**src/rtl/exwb_pkg.sv**
```systemverilog
`default_nettype none
// +--------------------------------------------------------------------+
// | exwb_pkg : shared types and constants for the writeback arbiter     |
// | Revision : 1.0                                                      |
// +--------------------------------------------------------------------+
package exwb_pkg;

  localparam int WB_DATA_W = 32;
  localparam int WB_TAG_W  = 5;
  localparam int NUM_UNITS = 4;

  localparam logic [1:0] ALU    = 2'd0;
  localparam logic [1:0] FWD    = 2'd1;
  localparam logic [1:0] JUMP   = 2'd2;
  localparam logic [1:0] BRANCH = 2'd3;

  localparam logic [WB_TAG_W-1:0] TAG_INVALID = '1;

  typedef struct packed {
    logic [WB_TAG_W-1:0]  target;
    logic [WB_DATA_W-1:0] value;
    logic [WB_DATA_W-1:0] next_pc;
    logic                 taken;
    logic [1:0]           unit;
  } wb_entry_t;

  // Round-robin successor of a unit index (wraps naturally at 2 bits).
  function automatic logic [1:0] next_unit(input logic [1:0] u);
    return u + 2'd1;
  endfunction

endpackage
`default_nettype wire

```
**src/rtl/exwb_fifo.sv**
```systemverilog
`default_nettype none
// +--------------------------------------------------------------------+
// | exwb_fifo : single-clock FIFO of writeback entries with flush       |
// | Revision  : 1.0                                                     |
// +--------------------------------------------------------------------+
module exwb_fifo
  import exwb_pkg::*;
#(
  parameter int DEPTH = 4
) (
  input  logic                   clk,
  input  logic                   rst,
  input  logic                   flush,
  input  logic                   push,
  input  logic                   pop,
  input  wb_entry_t              din,
  output wb_entry_t              dout,
  output logic [$clog2(DEPTH):0] count,
  output logic                   full,
  output logic                   empty
);

  localparam int AW = $clog2(DEPTH);

  wb_entry_t   r_mem [DEPTH];
  logic [AW:0] r_wptr;
  logic [AW:0] r_rptr;
  logic        w_wr;
  logic        w_rd;

  // A full FIFO may still take a write when the head leaves in the same cycle.
  assign w_wr = push & (~full | pop) & ~flush;
  assign w_rd = pop & ~empty & ~flush;

  always_ff @(posedge clk or negedge rst) begin
    if (!rst) begin
      r_wptr <= '0;
      r_rptr <= '0;
    end else if (flush) begin
      r_wptr <= '0;
      r_rptr <= '0;
    end else begin
      if (w_wr) r_wptr <= r_wptr + 1'b1;
      if (w_rd) r_rptr <= r_rptr + 1'b1;
    end
  end

  always_ff @(posedge clk) begin
    if (w_wr) r_mem[r_wptr[AW-1:0]] <= din;
  end

  assign dout  = r_mem[r_rptr[AW-1:0]];
  assign empty = (r_wptr == r_rptr);
  assign full  = (r_wptr[AW] != r_rptr[AW]) && (r_wptr[AW-1:0] == r_rptr[AW-1:0]);
  assign count = r_wptr - r_rptr;

endmodule
`default_nettype wire

```
**src/rtl/exwb_arbiter.sv**
```systemverilog
`default_nettype none
// +--------------------------------------------------------------------+
// | exwb_arbiter : four-unit writeback buffer with round-robin result   |
// |                bus; EXWB_PERF_CNT_EN adds per-unit conflict counters |
// | Revision     : 1.0                                                  |
// +--------------------------------------------------------------------+
module exwb_arbiter
  import exwb_pkg::*;
#(
  parameter int DATA_W     = WB_DATA_W,
  parameter int TAG_W      = WB_TAG_W,
  parameter int FIFO_DEPTH = 4
) (
  input  logic              clk,
  input  logic              rst,
  input  logic              flush,
  input  logic [TAG_W-1:0]  alu_target,
  input  logic [DATA_W-1:0] alu_result,
  input  logic [TAG_W-1:0]  fwd_target,
  input  logic [DATA_W-1:0] fwd_result,
  input  logic [TAG_W-1:0]  jmp_target,
  input  logic [DATA_W-1:0] jmp_ori_pc,
  input  logic [DATA_W-1:0] jmp_next_pc,
  input  logic [TAG_W-1:0]  br_target,
  input  logic [DATA_W-1:0] br_next_pc,
  input  logic              br_cmp_res,
  output logic [3:0]        stall,
  output logic [TAG_W-1:0]  wb_target,
  output logic [DATA_W-1:0] wb_value,
  output logic [DATA_W-1:0] wb_next_pc,
  output logic              wb_taken,
  output logic [1:0]        wb_unit,
`ifdef EXWB_PERF_CNT_EN
  output logic [3:0][15:0]  perf_conflict,
`endif
  output logic              overflow_err
);

  localparam int CNT_W = $clog2(FIFO_DEPTH) + 1;

  wb_entry_t [3:0]            w_in;
  wb_entry_t [3:0]            w_head;
  logic      [3:0]            w_push;
  logic      [3:0]            w_full;
  logic      [3:0]            w_empty;
  logic      [3:0]            w_req;
  logic      [3:0]            w_wr;
  logic      [3:0]            w_rd;
  logic      [3:0]            w_gnt_oh;
  logic      [3:0][CNT_W-1:0] w_cnt;
  logic      [3:0][CNT_W-1:0] w_cnt_nxt;
  logic      [1:0]            w_idx;
  logic      [1:0]            w_win;
  logic                       w_gnt_vld;
  logic                       w_drop;
  wb_entry_t                  w_sel;

  logic      [1:0]            r_rr;
  logic      [3:0]            r_stall;
  logic                       r_ovf;
  wb_entry_t                  r_wb;

  always_comb begin
    w_in = '0;
    w_in[ALU].target     = alu_target;
    w_in[ALU].value      = alu_result;
    w_in[ALU].unit       = ALU;
    w_in[FWD].target     = fwd_target;
    w_in[FWD].value      = fwd_result;
    w_in[FWD].unit       = FWD;
    w_in[JUMP].target    = jmp_target;
    w_in[JUMP].value     = jmp_ori_pc;
    w_in[JUMP].next_pc   = jmp_next_pc;
    w_in[JUMP].taken     = 1'b1;
    w_in[JUMP].unit      = JUMP;
    w_in[BRANCH].target  = br_target;
    w_in[BRANCH].next_pc = br_next_pc;
    w_in[BRANCH].taken   = br_cmp_res;
    w_in[BRANCH].unit    = BRANCH;
  end

  generate
    for (genvar u = 0; u < NUM_UNITS; u++) begin : g_fifo
      assign w_push[u] = (w_in[u].target != TAG_INVALID);

      exwb_fifo #(.DEPTH(FIFO_DEPTH)) u_fifo (
        .clk   (clk),
        .rst   (rst),
        .flush (flush),
        .push  (w_wr[u]),
        .pop   (w_rd[u]),
        .din   (w_in[u]),
        .dout  (w_head[u]),
        .count (w_cnt[u]),
        .full  (w_full[u]),
        .empty (w_empty[u])
      );
    end
  endgenerate

  // An arriving result counts as present so an idle arbiter forwards it directly.
  assign w_req = ~w_empty | w_push;

  always_comb begin
    w_gnt_vld = 1'b0;
    w_win     = r_rr;
    w_idx     = r_rr;
    for (int i = 0; i < NUM_UNITS; i++) begin
      w_idx = r_rr + 2'(i);
      if (!w_gnt_vld && w_req[w_idx]) begin
        w_gnt_vld = 1'b1;
        w_win     = w_idx;
      end
    end
    if (flush) w_gnt_vld = 1'b0;
  end

  assign w_gnt_oh = w_gnt_vld ? (4'b0001 << w_win) : 4'b0000;
  assign w_sel    = w_empty[w_win] ? w_in[w_win] : w_head[w_win];

  always_comb begin
    w_wr      = '0;
    w_rd      = '0;
    w_cnt_nxt = w_cnt;
    for (int u = 0; u < NUM_UNITS; u++) begin
      // A granted push into an empty FIFO bypasses storage entirely.
      w_wr[u] = w_push[u] & ~flush & ~(w_empty[u] & w_gnt_oh[u])
              & (~w_full[u] | w_gnt_oh[u]);
      w_rd[u] = w_gnt_oh[u] & ~w_empty[u];
      w_cnt_nxt[u] = w_cnt[u] + CNT_W'(w_wr[u]) - CNT_W'(w_rd[u]);
    end
  end

  assign w_drop = ~flush & |(w_push & w_full & ~w_gnt_oh);

  always_ff @(posedge clk or negedge rst) begin
    if (!rst) begin
      r_rr    <= ALU;
      r_stall <= '0;
      r_ovf   <= 1'b0;
    end else begin
      if (flush)          r_rr <= ALU;
      else if (w_gnt_vld) r_rr <= next_unit(w_win);
      for (int u = 0; u < NUM_UNITS; u++) begin
        r_stall[u] <= ~flush && (w_cnt_nxt[u] >= CNT_W'(FIFO_DEPTH - 1));
      end
      if (w_drop) r_ovf <= 1'b1;
    end
  end

  always_ff @(posedge clk or negedge rst) begin
    if (!rst) begin
      r_wb        <= '0;
      r_wb.target <= TAG_INVALID;
    end else if (w_gnt_vld) begin
      r_wb <= w_sel;
    end else begin
      r_wb.target <= TAG_INVALID;
    end
  end

  assign stall        = r_stall;
  assign overflow_err = r_ovf;
  assign wb_target    = r_wb.target;
  assign wb_value     = r_wb.value;
  assign wb_next_pc   = r_wb.next_pc;
  assign wb_taken     = r_wb.taken;
  assign wb_unit      = r_wb.unit;

`ifdef EXWB_PERF_CNT_EN
  logic [3:0][15:0] r_perf;

  always_ff @(posedge clk or negedge rst) begin
    if (!rst) begin
      r_perf <= '0;
    end else begin
      for (int u = 0; u < NUM_UNITS; u++) begin
        if (!w_empty[u] && !w_gnt_oh[u] && (r_perf[u] != 16'hFFFF))
          r_perf[u] <= r_perf[u] + 16'd1;
      end
    end
  end

  assign perf_conflict = r_perf;
`endif

endmodule
`default_nettype wire

```
**config.mk**
```make
export PLATFORM = sky130hd
export DESIGN_NAME = exwb_arbiter
export DESIGN_NICKNAME = d
export VERILOG_FILES = /design/src/rtl/exwb_pkg.sv /design/src/rtl/exwb_fifo.sv /design/src/rtl/exwb_arbiter.sv
export SDC_FILE = /design/constraint.sdc
export NUM_CORES = 1
export LEC_CHECK = 0
export BUFFER_PORTS_ARGS = -buffer_cell sky130_fd_sc_hd__buf_2
export CORE_MARGIN = 2
export CORE_UTILIZATION = 45
export CTS_CLUSTER_DIAMETER = 200
export DETAILED_ROUTE_END_ITERATION = 6
export GPL_TIMING_DRIVEN = 0
export PLACE_DENSITY = 0.73
export SLEW_MARGIN = 10
export SYNTH_ARGS = -nofsm -noshare
export SYNTH_HDL_FRONTEND = slang
export SYNTH_SLANG_ARGS = --single-unit
```
**constraint.sdc**
```tcl
create_clock -name clk -period 5.3 [get_ports clk]
set_clock_uncertainty 0.15 [all_clocks]
set_input_delay 1.325 -clock clk [delete_from_list [all_inputs] [get_ports clk]]
set_output_delay 1.325 -clock clk [all_outputs]
set_load 0.005 [all_outputs]
```
# ---- Word level (Yosys, flattened, before mapping)
# Memories as Yosys holds them, arrays and structs flattened.
# Index checks and enable logic that the tools add are counted.
dict set report totals {
  input_bits 184
  word_cells 208
  register_bits 103
  mem_bits_rw 724
  memories 4
}
# memory words width read_ports rd_ports_with_merged_regs write_ports line_no
set memory_table {}
lappend memory_table {{g_fifo[2].u_fifo.r_mem} 4 69 1 0 1 exwb_fifo.sv:25} ;# wb_entry_t r_mem [DEPTH];
lappend memory_table {{g_fifo[3].u_fifo.r_mem} 4 38 1 0 1 exwb_fifo.sv:25}
lappend memory_table {{g_fifo[0].u_fifo.r_mem} 4 37 1 0 1 exwb_fifo.sv:25}
lappend memory_table {{g_fifo[1].u_fifo.r_mem} 4 37 1 0 1 exwb_fifo.sv:25}
dict set report op_classes {
  n_reduce_logical 24
  n_lt_le_gt_ge 9
  shifts 1
  add_sub_neg 24
  n_bitwise 63
  mux 51
  n_eq_ne 16
}
# op count
set op_table {}
lappend op_table {{binary-select mux 72 bit (select 2 bit)} 2}
lappend op_table {{2-to-1 mux 72 bit} 3}
lappend op_table {{2-to-1 mux 3 bit} 16}
lappend op_table {{bitwise AND 1 bit} 37}
lappend op_table {{adder 3 x 1 -> 3 bit (second input constant)} 8}
lappend op_table {{!= test 5 bit (second input constant)} 4}
lappend op_table {{2-to-1 mux 1 bit} 18}
lappend op_table {{nonzero test 2 bit} 9}
lappend op_table {{< comparator 2 x 3 -> 1 bit (second input constant)} 5}
lappend op_table {{NOT 1 bit} 13}
lappend op_table {{adder 3 x 1 -> 3 bit} 4}
lappend op_table {{equality test 3 bit} 4}
lappend op_table {{>= comparator 3 x 2 -> 1 bit (second input constant)} 4}
lappend op_table {{subtractor 3 x 1 -> 3 bit} 4}
lappend op_table {{subtractor 3 bit} 4}
lappend op_table {{logical AND 1 bit} 11}
lappend op_table {{binary-select mux 1 bit (select 2 bit)} 5}
lappend op_table {{2-to-1 mux 2 bit} 5}
lappend op_table {{bitwise AND 4 bit} 2}
lappend op_table {{equality test 2 bit} 4}
lappend op_table {{NOT 4 bit} 2}
lappend op_table {{OR 1 bit} 8}
lappend op_table {{2-to-1 mux 5 bit} 1}
lappend op_table {{adder 2 x 1 -> 2 bit (second input constant)} 2}
lappend op_table {{other kinds (7)} 13}

# ---- Longest topological paths before layout
# Gate-level depths: netlist of run 1.
dict set report depth {
  word_depth 25
  ltp_mapped 18
  depth_no_buf 14
}

# ---- Cells and area by module
# A second synthesis of run 1 with hierarchy kept.
dict set report hier_totals {
  hier_cells 2955
  hier_area_um2 51531.9
}
# mod cells_each instances area_each_um2
set modules_own_cells {}
lappend modules_own_cells {{exwb_fifo (g_fifo[1].u_fifo ...)} 430 2 10876.7}
lappend modules_own_cells {{exwb_fifo (g_fifo[0].u_fifo ...)} 429 2 10864.2}
lappend modules_own_cells {exwb_arbiter 1237 1 8050.2}

# ---- Worst setup path before layout of run 1
# No wires, ideal clock.
dict set report synth_timing {
  kind {input to register}
  start {input port br_target[1]}
  end {memory g_fifo[2].u_fifo.r_mem[0][0] in the netlist's numbering, enable pin}
  setup_slack_ns 0.062
  path_stages 10
  required_time_ns 4.715
  path_buffers 2
  arrival_time_ns 4.653
  cell_sequence {nand3_1 or2_2 clkbuf_1 nor2_1 a32o_1 buf_4 nor3_4 o31a_1 o21a_1 and2_1}
}
dict set report synth_between {
  elab_chain_len 24
  word_cells_on_any_way 37
  cone_classes {1 x eq/ne; 1 x shift; 19 x mux; 10 x bitwise; 6 x reduce/logical}
}
# element line_no
set synth_rtl {}
lappend synth_rtl {{start: declaration} exwb_arbiter.sv:24} ;# input logic [TAG_W-1:0] br_target,
lappend synth_rtl {{!= test 5 bit (*)} exwb_arbiter.sv:84} ;# assign w_push[u] = (w_in[u].target != TAG_INVALID);
lappend synth_rtl {{OR 4 bit (*)} exwb_arbiter.sv:102} ;# assign w_req = ~w_empty | w_push;
lappend synth_rtl {{binary-select mux 1 bit (select 2 bit)} exwb_arbiter.sv:110} ;# if (!w_gnt_vld && w_req[w_idx]) begin
lappend synth_rtl {{2-to-1 mux 1 bit (not written as such)} exwb_arbiter.sv:110}
lappend synth_rtl {{2-to-1 mux 1 bit} exwb_arbiter.sv:110}
lappend synth_rtl {{zero test 1 bit} exwb_arbiter.sv:110}
lappend synth_rtl {{logical AND 1 bit} exwb_arbiter.sv:110}
lappend synth_rtl {{2-to-1 mux 1 bit} exwb_arbiter.sv:110}
lappend synth_rtl {{[7 not listed]} -}
lappend synth_rtl {{2-to-1 mux 4 bit (*)} exwb_arbiter.sv:118} ;# assign w_gnt_oh = w_gnt_vld ? (4'b0001 << w_win) : 4'b0000;
lappend synth_rtl {{bitwise AND 1 bit} exwb_arbiter.sv:127} ;# w_wr[u] = w_push[u] & ~flush & ~(w_empty[u] & w_gnt_oh[u])
lappend synth_rtl {{NOT 1 bit} exwb_arbiter.sv:127}
lappend synth_rtl {{bitwise AND 1 bit} exwb_arbiter.sv:127}
lappend synth_rtl {{bitwise AND 1 bit} exwb_arbiter.sv:128} ;# & (~w_full[u] | w_gnt_oh[u]);
lappend synth_rtl {{bitwise AND 1 bit (*) (2 in series)} exwb_fifo.sv:32} ;# assign w_wr = push & (~full | pop) & ~flush;
lappend synth_rtl {{2-to-1 mux 1 bit (*)} exwb_fifo.sv:49} ;# if (w_wr) r_mem[r_wptr[AW-1:0]] <= din;
lappend synth_rtl {{2-to-1 mux 1 bit (not written as such) (*)} exwb_fifo.sv:49}
lappend synth_rtl {{end: declaration} exwb_fifo.sv:25}
# Every way passes the cells marked *; elsewhere a longest branch is shown, timed or not. The select of a mux whose other input is x is not followed.

# ---- Worst setup path in the final report of run 1
dict set report layout_timing {
  start {input port br_target[2]}
  end {register r_stall[1], in the netlist stall[1]}
}
dict set report layout_between {
  elab_chain_len 24
  word_cells_on_any_way 36
  cone_classes {2 x add/sub; 1 x order compare; 1 x eq/ne; 1 x shift; 17 x mux; 7 x bitwise; 7 x reduce/logical}
}
# element line_no
set layout_rtl {}
lappend layout_rtl {{!= test 5 bit (*)} exwb_arbiter.sv:84}
lappend layout_rtl {{OR 4 bit (*)} exwb_arbiter.sv:102}
lappend layout_rtl {{binary-select mux 1 bit (select 2 bit)} exwb_arbiter.sv:110}
lappend layout_rtl {{2-to-1 mux 1 bit (not written as such)} exwb_arbiter.sv:110}
lappend layout_rtl {{2-to-1 mux 1 bit} exwb_arbiter.sv:110}
lappend layout_rtl {{zero test 1 bit} exwb_arbiter.sv:110}
lappend layout_rtl {{logical AND 1 bit} exwb_arbiter.sv:110}
lappend layout_rtl {{2-to-1 mux 1 bit} exwb_arbiter.sv:110}
lappend layout_rtl {{[8 not listed]} -}
lappend layout_rtl {{bitwise AND 1 bit} exwb_arbiter.sv:127}
lappend layout_rtl {{NOT 1 bit} exwb_arbiter.sv:127}
lappend layout_rtl {{bitwise AND 1 bit} exwb_arbiter.sv:127}
lappend layout_rtl {{bitwise AND 1 bit} exwb_arbiter.sv:128}
lappend layout_rtl {{adder 3 x 1 -> 3 bit} exwb_arbiter.sv:130} ;# w_cnt_nxt[u] = w_cnt[u] + CNT_W'(w_wr[u]) - CNT_W'(w_rd[u]);
lappend layout_rtl {{subtractor 3 x 1 -> 3 bit (*)} exwb_arbiter.sv:130}
lappend layout_rtl {{>= comparator 3 x 2 -> 1 bit (*)} exwb_arbiter.sv:145} ;# r_stall[u] <= ~flush && (w_cnt_nxt[u] >= CNT_W'(FIFO_DEPTH - 1));
lappend layout_rtl {{logical AND 1 bit (*)} exwb_arbiter.sv:145}
lappend layout_rtl {{end signal: indexed assignment} exwb_arbiter.sv:145}
lappend layout_rtl {{end: declaration} exwb_arbiter.sv:59} ;# logic [3:0] r_stall;
# Marked as above.
# A chain may end at the register's enable or synchronous reset.

==> results of run 1 <==
[stage by stage]
step	utilization [%]	cell area, um^2
after floorplan	-	35100
after global placement	48.7	37700
after detailed placement	49.2	38100
after CTS	53.1	41000
after global routing	53.1	41100
final	53.1	41100
[worst max-delay path, delay by kind of cell]
kind	cells	cell delay, ns
xor+xnor	2	0.35
buf+inv	4	1.04
simple gates	5	1.28
fa+ha+maj	3	1.07
compound gates	2	0.41
[sequential cells by signal, indices dropped and copies added (netlist names), 2 cells and up]
name / count
r_rr: 2
wb_unit: 2
wb_target: 5
stall: 4
wb_value: 32
g_fifo.u_fifo.r_mem: 724
g_fifo.u_fifo.r_wptr: 12
wb_next_pc: 32
g_fifo.u_fifo.r_rptr: 12
[final cells by class]
cell class                      instances  area [um^2]  area share (%)
Antenna cell                           13         32.5          0.0792
Buffer                                166          768            1.87
Clock buffer                          116         2410            5.86
Clock inverter                         48          533            1.30
Inverter                               25         96.3           0.234
Multi-Input combinational cell       1014         9900            24.1
Sequential cell                       827        24300            59.2
Tap cell                             1040         1300            3.17
Timing Repair Buffer                  279         1730            4.20
[synthesized netlist by cell type, types with 2 or more instances]
master	n	area share, %
o21ai_0	69	0.99
nor3_2	2	0.057
or3_1	2	0.036
o31ai_1	50	1.1
a211oi_1	4	0.086
mux2_2	39	1.3
and3_1	7	0.12
fa_1	8	0.46
buf_1	17	0.18
dfstp_2	5	0.37
inv_1	24	0.26
dfrtp_1	98	7.0
nor2_2	2	0.036
a32oi_1	3	0.075
a211o_1	33	0.82
nand3_1	83	1.2
xnor2_1	14	0.35
nand4_1	57	1.0
edfxtp_1	724	62
buf_6	9	0.29
a31oi_1	67	1.2
a22oi_1	33	0.71
nor3_4	2	0.093
a32o_1	2	0.057
nor4_1	2	0.036
o211ai_1	13	0.28
clkbuf_1	89	0.95
nor3_1	11	0.16
ha_1	28	1.0
mux2i_1	19	0.54
nor4_4	2	0.12
a21boi_0	3	0.064
o31a_1	2	0.050
buf_4	5	0.11
buf_2	46	0.66
nor2_1	65	0.70
a21oi_1	77	1.1
a41o_1	32	0.91
nand2_1	26	0.28
a21o_1	34	0.73
xor2_1	12	0.30
mux4_2	181	12
and2_1	14	0.25
[routing by layer]
metal | share of wire, % | up-vias | track usage, %
met1 | 37 | 11100 | 30.6
met2 | 50 | 1376 | 40.5
li1 | - | 9116 | -
met4 | 3.2 | 24 | 8.25
met5 | 0.16 | - | 0
met3 | 9.2 | 249 | 4.77
[worst max-delay path by stage]
stage	cells past startpoint	endpoint	from	slack [ns]
after floorplan	10	g_fifo[2].u_fifo.r_mem[0][0]$_DFFE_PP_	br_target[1]	0.06
after global placement	12	g_fifo[2].u_fifo.r_mem[1][5]$_DFFE_PP_	br_target[2]	-2.36
after detailed placement	15	stall[1]$_DFF_PN0_	br_target[2]	-0.94
after CTS	17	stall[3]$_DFF_PN0_	br_target[2]	0.11
after global routing	17	stall[3]$_DFF_PN0_	br_target[2]	-0.003
final	16	stall[1]$_DFF_PN0_	br_target[2]	0.17
[power groups by stage]
stage	clock network (W)	registers, W	logic, W
2_1_floorplan	0	0.00855	0.00416
3_3_place_gp	0	0.00867	0.00622
3_5_place_dp	0	0.00866	0.00646
4_1_cts	0.00628	0.00853	0.00653
5_1_grt	0.00653	0.00860	0.00700
6_report	0.00622	0.00854	0.00659
[kinds of logic after synthesis]
kind of cell / count (synthesis) / share of synthesized area (%)
fa+ha+maj: 36 / 1.46
flops: 827 / 69.4
mux: 239 / 13.4
xor+xnor: 26 / 0.650
buf+inv: 191 / 2.46
simple gates: 283 / 4.30
compound gates: 430 / 8.32
[timing repair]
| item | 4_1_cts | 5_1_grt |
|---|---|---|
| gates resized for setup | 2 | 1 |
| setup buffers | 0 | 3 |
| setup endpoints to repair | 2 | 2 |
| pin swaps | 0 | 1 |
==> results.py, run 1 <==
metrics = {
    "status": {
        "outcome": "completed",
    },
    "cts": {
        "cts_sinks": 827,
        "insertion_delay_ns": 0.66,
        "numCtsBuffers": 87,
        "clkTransAtPathRegs_ns": 0.06,
        "tritoncts": "yes",
        "cts_max_level": 3,
        "cts_buffer_depth": 3,
        "hold_buffers": 0,
        "cts_root_buffer": "clkbuf_16",
    },
    "global_route": {
        "grt_pass1_vias": 22000,
        "grt_overflow": 0,
        "antenna_found_initial": 23,
        "grt_max_degree": 72,
        "grt_first_pass_wirelength_mm": 142,
        "grt_usage_pct": 23.8,
    },
    "pwr": {
        "ir_worst_vdd_uv": 325,
        "cellLeakagePower_nw": 14.5,
        "seqPwrFrac_pct": 40.0,
        "sw_frac_of_total_pct": 33.1,
        "p_per_area_nw_per_um2": 519,
        "switching_power_w": 0.00706,
        "p_int_w": 0.0143,
        "pwr-share-comb_pct": 30.9,
        "finalPower_w": 0.0213,
        "p_clk_share_pct": 29.1,
    },
    "final_layout": {
        "area_growth_pct": 17.2,
        "fillCellCount": 6111,
        "num-nets-final": 2620,
        "drive_above_1_share_pct": 29.6,
        "instances_no_fill": 3528,
        "final_cell_mix": "724 x edfxtp_1, 304 x buf_2, 181 x mux4_2",
        "final_common_cell": "edfxtp_1",
    },
    "timing": {
        "finalHoldViolCount": 0,
        "setup_violations": 0,
        "tns_ns": 0,
        "worst_pin_slew_ns": 1.13,
        "relSlewSlack_pct": 24.7,
        "finalCritPeriodShare_pct": 96.8,
        "fmax_mhz": 195,
        "min_period_ns": 5.13,
        "fin_hold_ws_ns": 0.339,
        "fin_ws_ns": 0.170,
        "slew_viol_final": 0,
    },
    "floorplan": {
        "initial_core_util_pct": 45.3,
        "io-pin-count": 261,
        "die_h_um": 283,
        "die-area_um2": 80100,
        "fp.dieW_um": 283,
        "core_area_um2": 77300,
        "rows": 102,
    },
    "drt": {
        "dr.pass1.iters": 6,
        "via_count": 21900,
        "viasPerCell": 6.21,
        "ant_nets": 0,
        "routedWlPerCell_um": 27.5,
        "wl_mm": 96.9,
        "drtIter0Drc": 2697,
        "drt_drc_violations_left": 0,
    },
    "critical_path": {
        "crit_fanout": 10,
        "required_ns": 5.66,
        "worstPathCellList": "buf_2 > nand3_1 > or2_2 > clkbuf_1 > nor2_1 > a32oi_1 > buf_2 > nand4_1 > nor3_1 > inv_1 > fa_1 > fa_1 > ha_1 > xnor2_1 > xnor2_1 > a21oi_1",
        "crit_type": "in -> reg",
        "cp.arrival_ns": 5.49,
        "r2r-start": "g_fifo[1].u_fifo.r_rptr[0]$_DFFE_PN0P_",
        "crit_slowest_cell": "nor3_1",
        "timing.rr.end": "stall[1]$_DFF_PN0_",
        "critical-path-max-stage-delay_ns": 0.49,
        "cp-end-kind": "register",
        "regToRegSetupSlack_ns": 0.47,
        "startpoint_type": "primary input",
        "ff2ff_path_depth": 16,
    },
    "logic_synthesis": {
        "synthArstFlopShare_pct": 12.5,
        "ys.flop_type": "edfxtp_1",
        "synth_seq_cells": 827,
        "yosys_warnings": 0,
        "syn-cell-area_um2": 35100,
        "synth_nets": 2252,
        "syn_area_per_cell_um2": 17.3,
        "ys_seq_area_share_pct": 69.4,
        "yosysUniqueCellTypes": 60,
        "netlist_instances": 2032,
        "synth_edf_count": 724,
    },
    "hold_path": {
        "holdPathEnd": "wb_next_pc[20]$_DFFE_PN0N_",
        "whs_path_depth": 1,
        "hold_class": "reg -> reg",
        "hp-start": "wb_next_pc[20]$_DFFE_PN0N_",
    },
    "placement": {
        "routabilityCongestion": 0.885,
        "dp.cells": 3348,
        "dp_slack_ns": -0.943,
        "place_hpwl_mm": 66.3,
        "numPortBuffers": 259,
    },
    "run": {
        "max-cap-violations": 0,
    },
}
(Power assumes the default switching activity.)
==> run 2, diff against run 1 <==
CELL_PAD_IN_SITES_DETAIL_PLACEMENT = 0   (was default)
CELL_PAD_IN_SITES_GLOBAL_PLACEMENT = 1   (was default)
CORE_UTILIZATION = 40   (was 45)
PLACE_DENSITY = 0.74   (was 0.73)
==> run 2 against run 1 <==
Against the previous run:
- global-route usage fell by 2.1 points
- fmax rose by 1.6%
- highest routed layer unchanged
- largest cell class unchanged
- cell count rose by 3.2%
- combinational power barely moved
==> results.py, run 2 (same netlist as run 1, synthesis figures left out) <==
metrics = {
    "timing": {
        "finalCritPeriodShare_pct": 95.3,
        "slew_viol_final": 0,
        "fmax_mhz": 198,
        "relSlewSlack_pct": 23.9,
        "rsz0062_at_grt": "no",
        "min_period_ns": 5.05,
        "setup_violations": 0,
        "worst_pin_slew_ns": 1.14,
        "finalHoldViolCount": 0,
    },
    "cts": {
        "cts_root_buffer": "clkbuf_16",
        "cts_buffer_depth": 3,
        "cts_max_level": 3,
        "numCtsBuffers": 88,
        "clkTransAtPathRegs_ns": 0.06,
        "cts_sinks": 827,
        "insertion_delay_ns": 0.65,
        "tritoncts": "yes",
    },
    "final_layout": {
        "final_cell_mix": "724 x edfxtp_1, 304 x buf_2, 181 x mux4_2",
        "drive_above_1_share_pct": 29.4,
        "area_growth_pct": 17.6,
        "register_area_um2": 24300,
        "num-nets-final": 2620,
        "largest_reg_flops": 724,
        "final_util_pct": 47.5,
        "multi_input_area_um2": 9910,
        "fillCellCount": 7413,
        "final_common_cell": "edfxtp_1",
    },
    "pwr": {
        "p_int_w": 0.0143,
        "finalPower_w": 0.0213,
        "pwr-share-comb_pct": 31.0,
        "switching_power_w": 0.00705,
        "sw_frac_of_total_pct": 33.1,
        "ir_worst_vdd_uv": 334,
        "cellLeakagePower_nw": 14.5,
        "p_clk_share_pct": 29.0,
        "p_per_area_nw_per_um2": 517,
        "seqPwrFrac_pct": 40.0,
    },
    "drt": {
        "drt_drc_violations_left": 0,
        "routedWlPerCell_um": 27.2,
        "drtIter0Drc": 2189,
        "wl_mm": 98.9,
        "dr.pass1.iters": 5,
        "ant_nets": 0,
        "viasPerCell": 5.85,
        "via_count": 21300,
    },
    "hold_path": {
        "whs_path_depth": 2,
        "hold_class": "reg -> reg",
    },
    "global_route": {
        "antenna_found_initial": 31,
        "grt_overflow": 0,
        "grt_usage_pct": 21.7,
        "grt_pass1_vias": 21700,
        "grt_max_degree": 69,
        "grt_first_pass_wirelength_mm": 144,
    },
    "critical_path": {
        "crit_buf_inv": 4,
        "crit_cells": 17,
        "crit_family": "simple AND/OR/NAND/NOR gates",
        "cp.arrival_ns": 5.38,
        "startpoint_type": "primary input",
        "crit_fanout": 10,
        "crit_slowest_cell": "nor4_4",
        "worstPathCellList": "buf_2 > and3_1 > nand3_1 > nor4_4 > a221o_1 > or2_1 > buf_6 > buf_6 > nand2_2 > nor2_2 > inv_1 > fa_1 > fa_1 > ha_1 > xnor2_1 > xnor2_1 > a21oi_1",
        "critical-path-max-stage-delay_ns": 0.49,
        "cp-end-kind": "register",
        "required_ns": 5.63,
        "crit_type": "in -> reg",
        "ff2ff_path_depth": 18,
    },
    "placement": {
        "routabilityCongestion": 0.844,
        "numPortBuffers": 259,
        "place_hpwl_mm": 67.5,
    },
    "status": {
        "outcome": "completed",
    },
    "floorplan": {
        "rows": 108,
        "die_h_um": 300,
        "fp.dieW_um": 300,
        "initial_core_util_pct": 40.4,
        "core_area_um2": 86800,
        "io-pin-count": 261,
        "die-area_um2": 90000,
    },
    "run": {
        "max-cap-violations": 0,
    },
}
run 2: per-layer routing:
metal	part of all wire, %	GRT usage (%)	up-vias
met4	2.9	6.63	30
met2	50	36.4	949
met1	39	28.2	11000
met5	0.19	0	-
li1	-	-	9098
met3	8.2	5.10	217
run 2: layout make-up:
class	count	share of cell area, %
inverters	25	0.234
clock buffers	115	5.84
multi-input cells	1014	24.1
plain buffers	166	1.86
well taps	1155	3.51
clock inverters	46	1.22
diodes	14	0.0850
repair buffers	278	4.17
flip-flops and latches	827	59.0
run 2: path summary, 6_finish.rpt:
kind	from	to	slack, ns
worst max-delay path	fwd_target[3]	stall[3]$_DFF_PN0_	0.25
worst min-delay path	wb_unit[0]$_DFFE_PN0N_	wb_unit[0]$_DFFE_PN0N_	0.34
worst max register to register	g_fifo[1].u_fifo.r_rptr[0]$_DFFE_PN0P_	stall[3]$_DFF_PN0_	0.35
worst min register to register	wb_unit[0]$_DFFE_PN0N_	wb_unit[0]$_DFFE_PN0N_	0.34
max in group asynchronous	rst	wb_target[4]$_DFF_PN1_	3.70
min in group asynchronous	rst	wb_next_pc[13]$_DFFE_PN0N_	0.46
run 2: tightest hold or removal path: stages (launching register included):
cell and delay (ns):
dfrtp_1 0.35, nand2_1 0.05, nand2_1 0.06
run 2: metrics by stage:
step / instance area, um^2 / hold WS [ns] / setup slack [ns] / std cells / TNS, ns
after CTS: 41100 / 0.339 / 0.0115 / 3624 / 0
after detailed placement: 38200 / 0.324 / -0.797 / 3463 / -26.92
final: 41200 / 0.339 / 0.251 / 3640 / 0
after global placement: 37800 / 0.316 / -2.25 / 3446 / -1070.88
after floorplan: 35100 / 0.315 / 0.0619 / 2032 / 0
after global routing: 41200 / 0.364 / 0.0787 / 3636 / 0
run 2: repair_timing:
item | in CTS | in global routing
pin swaps | 0 | 1
buffers inserted | 0 | 2
hold buffers | 0 | 0
gates resized for setup | 1 | 3
setup endpoints to repair | 1 | 2
run 2: power groups by stage:
stage / clock (W) / sequential (W) / combinational, W
6_report: 0.00618 / 0.00852 / 0.00660
5_1_grt: 0.00652 / 0.00859 / 0.00710
4_1_cts: 0.00627 / 0.00852 / 0.00660
3_5_place_dp: 0 / 0.00865 / 0.00656
3_3_place_gp: 0 / 0.00868 / 0.00635
2_1_floorplan: 0 / 0.00855 / 0.00416
